### src/rtl/wishbone_pkg.sv
// ---------------------------------------------------------------------------
// wishbone_pkg
// Shared types and bus widths for the Wishbone manager-side arbiter.
//   arb_state_t : arbiter FSM states (IDLE, OWNED, FORCE)
//   WB_ADR_W    : address width
//   WB_DAT_W    : data width
//   WB_SEL_W    : byte-select width
// ---------------------------------------------------------------------------
package wishbone_pkg;

    localparam int WB_ADR_W = 32;
    localparam int WB_DAT_W = 32;
    localparam int WB_SEL_W = 4;

    typedef enum logic [1:0] {
        IDLE  = 2'd0,   // no owner; arbitrate among raised cyc lines
        OWNED = 2'd1,   // one manager owns the downstream port
        FORCE = 2'd2    // one-cycle synthetic ack after a watchdog expiry
    } arb_state_t;

endpackage : wishbone_pkg

### src/rtl/rr_arbiter_core.sv
// ---------------------------------------------------------------------------
// rr_arbiter_core
// Purely combinational round-robin pick: searches req_i starting at ptr_i,
// moving upward and wrapping, and returns the first requester found.
//   req_i       in   NUM_MANAGERS  request vector
//   ptr_i       in   IDX_W         index that has highest priority
//   grant_o     out  NUM_MANAGERS  one-hot winner (0 when no request)
//   grant_idx_o out  IDX_W         binary index of the winner
//   valid_o     out  1             at least one request present
// ---------------------------------------------------------------------------
module rr_arbiter_core #(
    parameter int NUM_MANAGERS = 3,
    parameter int IDX_W        = $clog2(NUM_MANAGERS)
) (
    input  logic [NUM_MANAGERS-1:0] req_i,
    input  logic [IDX_W-1:0]        ptr_i,
    output logic [NUM_MANAGERS-1:0] grant_o,
    output logic [IDX_W-1:0]        grant_idx_o,
    output logic                    valid_o
);

    // One extra bit so ptr + offset cannot overflow before the modulo wrap.
    localparam int SUM_W = IDX_W + 1;

    logic [SUM_W-1:0] sum;
    logic [IDX_W-1:0] cand;

    // NOTE: every output of a combinational block gets a default before any
    // conditional assignment; a path that leaves one unassigned infers a latch.
    always_comb begin
        grant_o     = '0;
        grant_idx_o = '0;
        valid_o     = 1'b0;
        sum         = '0;
        cand        = '0;
        for (int i = 0; i < NUM_MANAGERS; i++) begin
            sum = {1'b0, ptr_i} + SUM_W'(i);
            if (sum >= SUM_W'(NUM_MANAGERS)) begin
                sum = sum - SUM_W'(NUM_MANAGERS);
            end
            cand = sum[IDX_W-1:0];
            if (!valid_o && req_i[cand]) begin
                valid_o       = 1'b1;
                grant_o[cand] = 1'b1;
                grant_idx_o   = cand;
            end
        end
    end

endmodule : rr_arbiter_core

### src/rtl/wishbone_arbiter.sv
// ---------------------------------------------------------------------------
// wishbone_arbiter
// Shares one Wishbone manager port among NUM_MANAGERS bus masters.
// Round-robin grant held for the whole cyc; a watchdog forces an ack with
// TIMEOUT_DATA if the decoder never answers a strobe.
//   CLK, RST          clock, asynchronous active-high reset
//   wbs_*_i_mgr       per-manager request side (flat, manager k at slice k)
//   wbs_ack_o_mgr     ack routed to the owner only
//   wbs_dat_o_mgr     read data to the owner, 0 for everyone else
//   wbs_*_o_m         downstream request to the decoder
//   wbs_ack_i_m/dat   downstream response from the decoder
//   grant_o           one-hot current owner
//   timeout_o         one-cycle pulse per forced ack
// ---------------------------------------------------------------------------
module wishbone_arbiter
    import wishbone_pkg::*;
#(
    parameter int                  NUM_MANAGERS   = 3,
    parameter int                  TIMEOUT_CYCLES = 1024,
    parameter logic [WB_DAT_W-1:0] TIMEOUT_DATA   = 32'hDEAD_BEEF
) (
    input  logic                           CLK,
    input  logic                           RST,
    input  logic [NUM_MANAGERS-1:0]        wbs_cyc_i_mgr,
    input  logic [NUM_MANAGERS-1:0]        wbs_stb_i_mgr,
    input  logic [NUM_MANAGERS-1:0]        wbs_we_i_mgr,
    input  logic [WB_ADR_W*NUM_MANAGERS-1:0] wbs_adr_i_mgr,
    input  logic [WB_DAT_W*NUM_MANAGERS-1:0] wbs_dat_i_mgr,
    input  logic [WB_SEL_W*NUM_MANAGERS-1:0] wbs_sel_i_mgr,
    output logic [NUM_MANAGERS-1:0]        wbs_ack_o_mgr,
    output logic [WB_DAT_W*NUM_MANAGERS-1:0] wbs_dat_o_mgr,
    output logic                           wbs_cyc_o_m,
    output logic                           wbs_stb_o_m,
    output logic                           wbs_we_o_m,
    output logic [WB_ADR_W-1:0]            wbs_adr_o_m,
    output logic [WB_DAT_W-1:0]            wbs_dat_o_m,
    output logic [WB_SEL_W-1:0]            wbs_sel_o_m,
    input  logic                           wbs_ack_i_m,
    input  logic [WB_DAT_W-1:0]            wbs_dat_i_m,
    output logic [NUM_MANAGERS-1:0]        grant_o,
    output logic                           timeout_o
);

    localparam int              IDX_W   = $clog2(NUM_MANAGERS);
    localparam int              WD_W    = $clog2(TIMEOUT_CYCLES);
    localparam logic [WD_W-1:0] WD_LAST = WD_W'(TIMEOUT_CYCLES - 1);
    localparam logic [IDX_W-1:0] IDX_LAST = IDX_W'(NUM_MANAGERS - 1);

    arb_state_t              state_q, state_d;
    logic [NUM_MANAGERS-1:0] grant_q, grant_d;
    logic [IDX_W-1:0]        owner_q, owner_d;
    logic [IDX_W-1:0]        ptr_q,   ptr_d;
    logic [WD_W-1:0]         wd_q,    wd_d;

    logic [NUM_MANAGERS-1:0] rr_grant;
    logic [IDX_W-1:0]        rr_idx;
    logic                    rr_valid;

    rr_arbiter_core #(
        .NUM_MANAGERS (NUM_MANAGERS),
        .IDX_W        (IDX_W)
    ) u_rr (
        .req_i       (wbs_cyc_i_mgr),
        .ptr_i       (ptr_q),
        .grant_o     (rr_grant),
        .grant_idx_o (rr_idx),
        .valid_o     (rr_valid)
    );

    // Owner's handshake lines; only meaningful outside IDLE.
    logic own_cyc, own_stb;
    assign own_cyc = wbs_cyc_i_mgr[owner_q];
    assign own_stb = wbs_stb_i_mgr[owner_q];

    // ---------------- state register ----------------
    // NOTE: sequential state uses non-blocking assignment so every flop
    // samples pre-edge values regardless of statement order.
    always_ff @(posedge CLK or posedge RST) begin
        if (RST) begin
            state_q <= IDLE;
            grant_q <= '0;
            owner_q <= '0;
            ptr_q   <= '0;
            wd_q    <= '0;
        end else begin
            state_q <= state_d;
            grant_q <= grant_d;
            owner_q <= owner_d;
            ptr_q   <= ptr_d;
            wd_q    <= wd_d;
        end
    end

    // ---------------- next-state logic ----------------
    always_comb begin
        state_d = state_q;
        grant_d = grant_q;
        owner_d = owner_q;
        ptr_d   = ptr_q;
        wd_d    = wd_q;
        unique case (state_q)
            IDLE: begin
                if (rr_valid) begin
                    state_d = OWNED;
                    grant_d = rr_grant;
                    owner_d = rr_idx;
                    wd_d    = '0;
                end
            end
            OWNED: begin
                if (!own_cyc) begin
                    // Release: next search starts just above the old owner.
                    state_d = IDLE;
                    grant_d = '0;
                    wd_d    = '0;
                    ptr_d   = (owner_q == IDX_LAST) ? '0 : owner_q + 1'b1;
                end else if (wbs_ack_i_m || !own_stb) begin
                    wd_d = '0;
                end else if (wd_q == WD_LAST) begin
                    state_d = FORCE;
                end else begin
                    wd_d = wd_q + 1'b1;
                end
            end
            FORCE: begin
                state_d = OWNED;
                wd_d    = '0;
            end
            default: state_d = IDLE;
        endcase
    end

    // ---------------- output logic ----------------
    always_comb begin
        wbs_cyc_o_m   = 1'b0;
        wbs_stb_o_m   = 1'b0;
        wbs_we_o_m    = 1'b0;
        wbs_adr_o_m   = '0;
        wbs_dat_o_m   = '0;
        wbs_sel_o_m   = '0;
        wbs_ack_o_mgr = '0;
        wbs_dat_o_mgr = '0;
        timeout_o     = 1'b0;
        if (state_q != IDLE) begin
            // cyc follows the owner, so it is already low in its release cycle.
            wbs_cyc_o_m = own_cyc;
            wbs_we_o_m  = wbs_we_i_mgr[owner_q];
            wbs_adr_o_m = wbs_adr_i_mgr[owner_q*WB_ADR_W +: WB_ADR_W];
            wbs_dat_o_m = wbs_dat_i_mgr[owner_q*WB_DAT_W +: WB_DAT_W];
            wbs_sel_o_m = wbs_sel_i_mgr[owner_q*WB_SEL_W +: WB_SEL_W];
        end
        unique case (state_q)
            OWNED: begin
                wbs_stb_o_m                                   = own_cyc & own_stb;
                wbs_ack_o_mgr[owner_q]                        = wbs_ack_i_m;
                wbs_dat_o_mgr[owner_q*WB_DAT_W +: WB_DAT_W]   = wbs_dat_i_m;
            end
            FORCE: begin
                // Decoder response is ignored here; stb is withdrawn downstream.
                wbs_ack_o_mgr[owner_q]                        = 1'b1;
                wbs_dat_o_mgr[owner_q*WB_DAT_W +: WB_DAT_W]   = TIMEOUT_DATA;
                timeout_o                                     = 1'b1;
            end
            default: ;
        endcase
    end

    assign grant_o = grant_q;

endmodule : wishbone_arbiter

### config.mk
export PLATFORM = sky130hd
export DESIGN_NAME = wishbone_arbiter
export DESIGN_NICKNAME = d
export VERILOG_FILES = /design/src/rtl/wishbone_pkg.sv /design/src/rtl/rr_arbiter_core.sv /design/src/rtl/wishbone_arbiter.sv
export SDC_FILE = /design/constraint.sdc
export NUM_CORES = 1
export LEC_CHECK = 0
export CORE_AREA = 2 2 165 167
export CTS_CLUSTER_SIZE = 14
export DETAILED_ROUTE_END_ITERATION = 10
export DIE_AREA = 0 0 167 169
export GPL_ROUTABILITY_DRIVEN = 1
export PLACE_DENSITY = 0.47
export SYNTH_ARGS = -nofsm -noshare
export SYNTH_HDL_FRONTEND = slang
export SYNTH_SLANG_ARGS = --single-unit
### constraint.sdc
create_clock -name CLK -period 2.6 [get_ports CLK]
set_clock_uncertainty 0.05 [all_clocks]
set_input_delay 0.26 -clock CLK [delete_from_list [all_inputs] [get_ports CLK]]
set_output_delay 0.26 -clock CLK [all_outputs]
set_load 0.02 [all_outputs]
# --- After elaboration in Yosys (flattened, before gate mapping) ---
# Cells that the tools add are included.
word_totals:
  regBits: 19
  latchBits: 0
  mem_bits_rw: 0
  mem_bits_ro: 0
  in_bits: 248
  out_inout_bits: 174
  word_cells: 120
  mem_count: 0
classes:
  add_sub_neg: 8
  mul: 0
  div_mod_pow: 0
  order_cmp: 11
  n_eq_ne: 9
  shift: 6
  n_mux: 55
  bitwise: 7
  reduce_logical: 19
op_table:
  columns: ["op", "n"]
  rows:
  - ["$and 96x96->96", 2]
  - ["$pmux 96 s2", 1]
  - ["$shiftx 96x8->32", 2]
  - ["$shift 32x34->96 const A", 1]
  - ["$shiftx 32x34->96", 1]
  - ["$shiftx 32x34->96 const A", 1]
  - ["$mux 32", 2]
  - ["$mux 10", 4]
  - ["$neg 7->34", 1]
  - ["$pmux 10 s3", 1]
  - ["$mux 2", 11]
  - ["$mux 1", 17]
  - ["$mux 3", 5]
  - ["$bmux 1 s2", 6]
  - ["$lt 2x3->1 const B", 4]
  - ["$pmux 3 s2", 2]
  - ["$shiftx 12x5->4", 1]
  - ["$add 10x1->10 const B", 1]
  - ["$eq 10x10->1 const B", 1]
  - ["$reduce_and 3->1", 3]
  - ["$demux 1 s2", 4]
  - ["$ge 2x1->1 const B", 4]
  - ["$ge 3x2->1 const B", 2]
  - ["$logic_and 1x1->1", 6]
  - ["other kinds (22)", 32]

# --- Logic depth before layout (Yosys ltp) ---
# Gate-level depths: netlist of the first run.
logic_depth:
  word_depth: 13
  ltp_mapped: 9
  ltp_nobuf: 7

# --- Cells and area by module ---
# Synthesis of the first run repeated with hierarchy kept, for this count alone.
unflattened:
  hier_cells: 624
  area_unflattened_um2: 3783.6
modules_own_cells:
  columns: ["module", "instances", "cells_per_inst", "area_per_inst_um2"]
  rows:
  - ["wishbone_arbiter", 1, 583, 3502.1]
  - ["rr_arbiter_core", 1, 41, 281.5]

# --- Worst setup path before layout of the first run ---
# Ideal clock, no wire load.
synth_path:
  path_type: "register to output"
  start: "register owner_q[1]"
  end: "output port wbs_dat_o_mgr[33]"
  arrival_ps: 2048
  t_required_ps: 2290
  setup_slack_ps: 242
  path_stages_with_launch: 9
  path_buffers: 3
  path_cell_list: "dfrtp_1 -> buf_2 -> inv_1 -> ha_1 -> inv_1 -> or4_1 -> clkbuf_1 -> clkbuf_1 -> nor2_1"
synth_via:
  elab_chain_cells: 4
  elab_cells_between_ends: 7
  classes_between: "add/sub: 1; shift: 3; mux: 1; bitwise: 2"
synth_rtl:
  columns: ["element", "line_no", "rtl"]
  rows:
  - ["from (decl)", "wishbone_arbiter.sv:51", "logic [IDX_W-1:0] owner_q, owner_d;"]
  - ["from (signal assigned)", "wishbone_arbiter.sv:88", "owner_q <= owner_d;"]
  - ["$neg 7->34 *", "wishbone_arbiter.sv:156, wishbone_arbiter.sv:161", null]
  - ["$shiftx 32x34->96 (tied with other cells)", "wishbone_arbiter.sv:161", "wbs_dat_o_mgr[owner_q*WB_DAT_W +: WB_DAT_W] = TIMEOUT_DATA;"]
  - ["$and 96x96->96 (no line)", null, null]
  - ["$pmux 96 s2 *", "wishbone_arbiter.sv:152", "unique case (state_q)"]
  - ["to (decl)", "wishbone_arbiter.sv:31", "output logic [WB_DAT_W*NUM_MANAGERS-1:0] wbs_dat_o_mgr,"]
# Every way passes the cells marked *; elsewhere a longest branch is shown, timed or not.

# --- Worst setup path after layout of the first run ---
layout_path:
  start: "register owner_q[1]"
  end: "output port wbs_dat_o_mgr[35]"
# Same word-level chain as after synthesis.

==> results of run 1 <==
Yosys cell counts, types with 4 or more instances:
cell and number:
a21o_1 4, a21oi_1 81, a22o_1 6, a32o_1 4, buf_2 16, clkbuf_1 35
dfrtp_1 19, ha_1 14, inv_1 18, mux2i_1 76, nand2_1 17, nand2b_1 9
nand3_1 9, nand4_1 5, nor2_1 274, nor3_1 4, o21ai_0 10, o21ai_1 4
layout make-up:
| type | instances | area, sq um | area share [%] |
|---|---|---|---|
| inverter | 18 | 67.6 | 0.788 |
| clock buffer | 4 | 78.8 | 0.920 |
| sequential | 19 | 480 | 5.61 |
| tap | 341 | 427 | 4.98 |
| multi-input combinational | 557 | 3160 | 36.9 |
| timing repair buffer | 455 | 4360 | 50.8 |
path summary, 6_finish.rpt:
path                             from                 to  slack, ps  cells after the start
hold reg to reg            grant_o[0]         grant_o[0]        430                      1
max in group asynchronous         RST         owner_q[0]       1530                      2
hold / removal                    RST            wd_q[7]        410                      2
setup / recovery           owner_q[1]  wbs_dat_o_mgr[35]         80                      7
min in group CLK           grant_o[0]         grant_o[0]        430                      1
setup reg to reg             ptr_q[1]            wd_q[1]        380                      7
power by group through the flow:
stage / clock network [W] / registers [W] / logic, W
2_1_floorplan: 0 / 0.000418 / 0.00333
3_3_place_gp: 0 / 0.000406 / 0.00596
3_5_place_dp: 0 / 0.000408 / 0.00591
4_1_cts: 0.000335 / 0.000405 / 0.00595
5_1_grt: 0.000342 / 0.000414 / 0.00633
6_report: 0.000329 / 0.000404 / 0.00581
cells by family after synthesis:
kind of cell    count (synthesis)  share of synthesized area [%]
compound gates                123                           18.4
fa+ha+maj                      14                           4.45
buf+inv                        74                           8.23
flops                          19                           12.1
mux                            79                           20.3
simple gates                  341                           36.6
state kept, by name, summed over array words and instances (netlist names):
signal   count
wd_q        10
grant_o      3
owner_q      2
ptr_q        2
state_q      2
critical path, stage by stage (launching register included):
cell             delay (ps)
dfrtp_2                 380
inv_1                   110
ha_1                    310
inv_1                    50
or4_1                   520
buf_12                  190
nor2_1                   90
clkdlybuf4s15_1         310
through the flow:
stage               instances  worst slack (ps)  power (W)  utilization (%)
CTS                      1394              3.37    0.00669             32.9
floorplan                 650               242    0.00375                -
finish                   1394              80.6    0.00654             32.3
global placement         1389              13.5    0.00637             32.8
global route             1394             0.272    0.00709             32.3
detailed placement       1389             -15.8    0.00632             32.8
cells in the final DEF (no fill, tap or decap), drive strengths merged, types with 4 or more instances in the layout:
master and count:
nand2 17, inv 18, o21ai 14, nand2b 9
a21o 4, nand3 10, ha 14, nand4 5
a21oi 81, a32o 4, nor2b 4, a22o 6
dlymetal6s2s 35, mux2i 76, dfrtp 19, dlygate4sd2 31
nor2 274, buf 35, clkdlybuf4s50 289, clkbuf 67
nor3 4
timing repair:
item                       CTS  global route
setup buffers                0             0
gates cloned                 1             0
setup endpoints to repair  145           121
resized for setup          101           165
routing by layer:
metal  track usage, %  wire (microns)  vias up
met5                0               0        -
li1                 -               -     2974
met3             2.97            1520       28
met2             27.6           11400      269
met4             2.10             389        0
met1             17.4            9010     2643
==> results.toml, run 1 <==
[placed_design]
hpwl_microns = 18000
gp_congestion = 0.826
placed_area_sq_um = 8700
port_buffers = 421

[setup_path]
worstSetupPathType = "flop to output pin"
worst_setup_path_start_kind = "flop"
crit_fanout = 32
critPathArrivalTime_ps = 2210
critical_path_required_ps = 2290
crit_path_end_kind = "output pin"

[clock_network]
cts-root-buf = "clkbuf_16"
clk_path_buf_depth = 2
clk-insertion-delay-late_ps = 250
cts_sinks = 19
postCtsHoldBufs = 0
cts_tree = "yes"
h-tree-depth = 1
cts_made_buffers = 3
clk_pin_slew_ps = 60

[cells_and_area]
fill_cells = 2891
final_nets = 1316
drive_gt1_share_pct = 10.9
antenna_cells = 0
area_delta_synth_final_pct = 118
design_area_sq_um = 8570

[pwr]
p_leak_nw = 4.25
p_clk_share_pct = 5.0
p_int_w = 0.00320
pwr-share-comb_pct = 88.8
cellPowerDensity_nw_per_um2 = 763
switchingPower_w = 0.00334
irDropWorstVdd_v = 0.000427
switching_share_pct = 51.1
seqPwrFrac_pct = 6.2

[sta]
timing.final.crit_period_ps = 2520
relSlewSlack_pct = 48.8
fin_crit_sh_pct = 96.9
slew_violations = 0
hold_viol_final = 0
setup_viol_count_final = 0
tightest_slew_ps = 768
fmax_ghz = 0.397
rsz0062_at_grt = "false"
whs_ps = 405
setup_tns_ps = 0

[routing]
routed_wl_microns = 22300
drc = 0
via_count = 5914
drtIter0Drc = 187
via_per_inst = 4.24
wl_per_cell_microns = 16.0
ant_nets = 0
drtPass1Iterations = 4

[global_routing]
antenna_found_initial = 1
grt_max_degree = 47
grt_use_total_pct = 14.6
overflow = 0
grt_pass1_wl_microns = 33200
grt_pass1_vias = 5766

[logic_synthesis]
synthFlopType = "dfrtp_1"
yosys.area.top_type = "nor2_1"
ys_seq_elements = 19
seq_area_frac_synth_pct = 12.1
synthTopCellsByArea = "nor2_1 (26%), mux2i_1 (19%), dfrtp_1 (12%), a21oi_1 (10%), ha_1 (4.5%)"
syn_nets = 912
synth_top_area_share_pct = 26.1
synth_cells = 650
ys_types = 47
synth_area_sq_um = 3940
synth-edff-count = 0
avgSynthCellArea_sq_um = 6.06
ys_async_sr_fraction_pct = 100
ys_warn_count = 0

[floorplanning]
dieHeight_microns = 169
ios = 422
dieArea_sq_um = 28200
fp-row-count = 60
die_x_microns = 167
coreArea_sq_um = 26500
start_util_pct = 14.9

[min_path]
hp-class = "input port to asynchronous set/reset pin"

[outcome]
outcome = "finished clean"

[flow_run]
drv_cap = 0
Note: power is estimated with default switching activity, not from simulation.
==> run 2, diff against run 1 <==
ABC_CLOCK_PERIOD_IN_PS = 2600   (was unset)
SLEW_MARGIN = 20   (was unset)
==> results of run 2 <==
No change in the layout: final DEF, timing and power equal those of run 1.
==> run 3, diff against run 2 <==
CORE_AREA = 8 8 157 159   (was 2 2 165 167)
DIE_AREA = 0 0 165 167   (was 0 0 167 169)
PLACE_DENSITY = 0.54   (was 0.47)
==> run 3 against run 2 <==
  * Non-clock buffer count stayed put
  * Die area is 2.4% lower
  * Power is 0.61% higher
  * Clock power is 2% higher
  * Cell area is 1.1% lower
  * Worst hold slack worse by 3.8 ps
  * Via count is 0.86% higher
  * Critical path type unchanged
  * Highest routed layer unchanged
==> results.toml, run 3 (synthesized netlist as in run 1, its figures left out) <==
[setup_path]
max_stage_delay_ps = 590
cpMostUsedCell = "clkbuf_16"
worst_setup_path_start_kind = "flop"
critPathSlowestCell = "or4_4"
cp_top_family = "buffers and inverters"
cp_cell_sequence = "buf_4, clkbuf_16, or4_4, clkbuf_16, nor2_1, buf_2"
crit_path_end_kind = "output pin"
critPathArrivalTime_ps = 2210
worstSetupPathType = "flop to output pin"
timing.critical_path.buf_inv = 4
crit_fanout = 19
critical_path_required_ps = 2290

[routing]
drtPass1Iterations = 5
drc = 0
drtIter0Drc = 283
routed_wl_microns = 25500
via_count = 5965
ant_nets = 0
via_per_inst = 4.46
wl_per_cell_microns = 19.1

[sta]
fin_crit_sh_pct = 96.8
timing.final.crit_period_ps = 2520
setup_viol_count_final = 0
fmax_ghz = 0.397
whs_ps = 402
rsz0062_at_grt = "true"
setup_tns_ps = 0
slew_violations = 0
relSlewSlack_pct = 48.1
setup_ws_ps = 84.3
hold_viol_final = 0
tightest_slew_ps = 777

[placed_design]
hpwl_microns = 20900
port_buffers = 421
place_ws_ps = -51.4
gp_congestion = 0.884
place_inst = 1327

[clock_network]
cts_sinks = 19
cts_tree = "yes"
clk_pin_slew_ps = 60
clk_path_buf_depth = 2
clk-insertion-delay-late_ps = 260
cts_made_buffers = 3
h-tree-depth = 1
cts-root-buf = "clkbuf_16"

[floorplanning]
coreArea_sq_um = 22200
die_x_microns = 165
start_util_pct = 17.7
fp-row-count = 55
dieHeight_microns = 167
ios = 422
dieArea_sq_um = 27600

[global_routing]
grt_max_degree = 47
overflow = 0
grt_pass1_wl_microns = 36500
grt_use_total_pct = 16.8
antenna_found_initial = 0
grt_pass1_vias = 6068

[cells_and_area]
final_nets = 1316
drive_gt1_share_pct = 12.1
final_common_cell = "nor2_1"
largest_reg_flops = 10
area_delta_synth_final_pct = 115
fill_cells = 2415
antenna_cells = 0
fin_util_pct = 38.1
fin_cells = 1338
final_cell_mix = "nor2_1 (273), clkdlybuf4s50_1 (268), a21oi_1 (81)"
top_register = "wd_q"

[outcome]
outcome = "finished clean"

[pwr]
irDropWorstVdd_v = 0.000407
p_leak_nw = 4.19
cellPowerDensity_nw_per_um2 = 777

[flow_run]
drv_cap = 0

[min_path]
hp-class = "input port to asynchronous set/reset pin"
==> run 3: cell types whose count changed in the layout (fill, tap and decap cells not counted), moves of 2 or more <==
| cell | before | now |
|---|---|---|
| buf_2 | 0 | 29 |
| clkbuf_16 | 3 | 5 |
| clkbuf_2 | 63 | 39 |
| clkdlybuf4s15_1 | 2 | 4 |
| clkdlybuf4s50_1 | 289 | 268 |
| dlygate4sd2_1 | 31 | 56 |
| dlymetal6s2s_1 | 35 | 20 |
| ha_2 | 0 | 2 |
==> run 3: worst paths after layout <==
path,depth (start not counted),to,from,slack (ps)
max,6,wbs_dat_o_mgr[85],owner_q[0],80
min,2,grant_o[0],RST,400
max reg2reg,9,wd_q[6],owner_q[0],340
min reg2reg,1,grant_o[0],grant_o[0],440
max in group asynchronous,2,owner_q[0],RST,1530
min in group CLK,1,grant_o[0],grant_o[0],440
==> run 3: cell type report <==
cell class / instances / area, sq um / share of cell area [%]
Clock buffer: 3 / 75.1 / 0.886
Clock inverter: 1 / 5.00 / 0.0591
Inverter: 18 / 67.6 / 0.797
Multi-Input combinational cell: 557 / 3160 / 37.3
Sequential cell: 19 / 480 / 5.67
Tap cell: 285 / 357 / 4.21
Timing Repair Buffer: 455 / 4330 / 51.1
==> run 3: timing repair <==
action                                 in CTS  in global routing
setup buffers                               1                  3
setup endpoints to repair                 143                104
cloned                                      1                  2
gates resized for setup                   217                119
pin swaps                                   0                  1
hold buffers                                0                  0
endpoints found under the hold margin       0                  0
==> run 3: report_power, final <==
| group | internal, W | switching [W] | leakage [nW] |
|---|---|---|---|
| logic | 0.00256 | 0.00327 | 3.89 |
| registers | 0.000360 | 0.0000506 | 0.252 |
| clock network | 0.000207 | 0.000128 | 0.0409 |
==> run 3: metal layers <==
layer	GRT usage, %	wire length, microns	vias up
li1	-	-	2976
met1	19.0	9990	2690
met2	30.6	12800	274
met3	5.00	2360	25
met4	2.94	389	0
met5	0	0	-
==> run 3: stage by stage <==
step / total power (W) / cell area (sq um)
2_1_floorplan: 0.00375 / 3940
3_3_place_gp: 0.00638 / 8580
3_5_place_dp: 0.00637 / 8580
4_1_cts: 0.00660 / 8680
5_1_grt: 0.00711 / 8470
6_report: 0.00658 / 8470
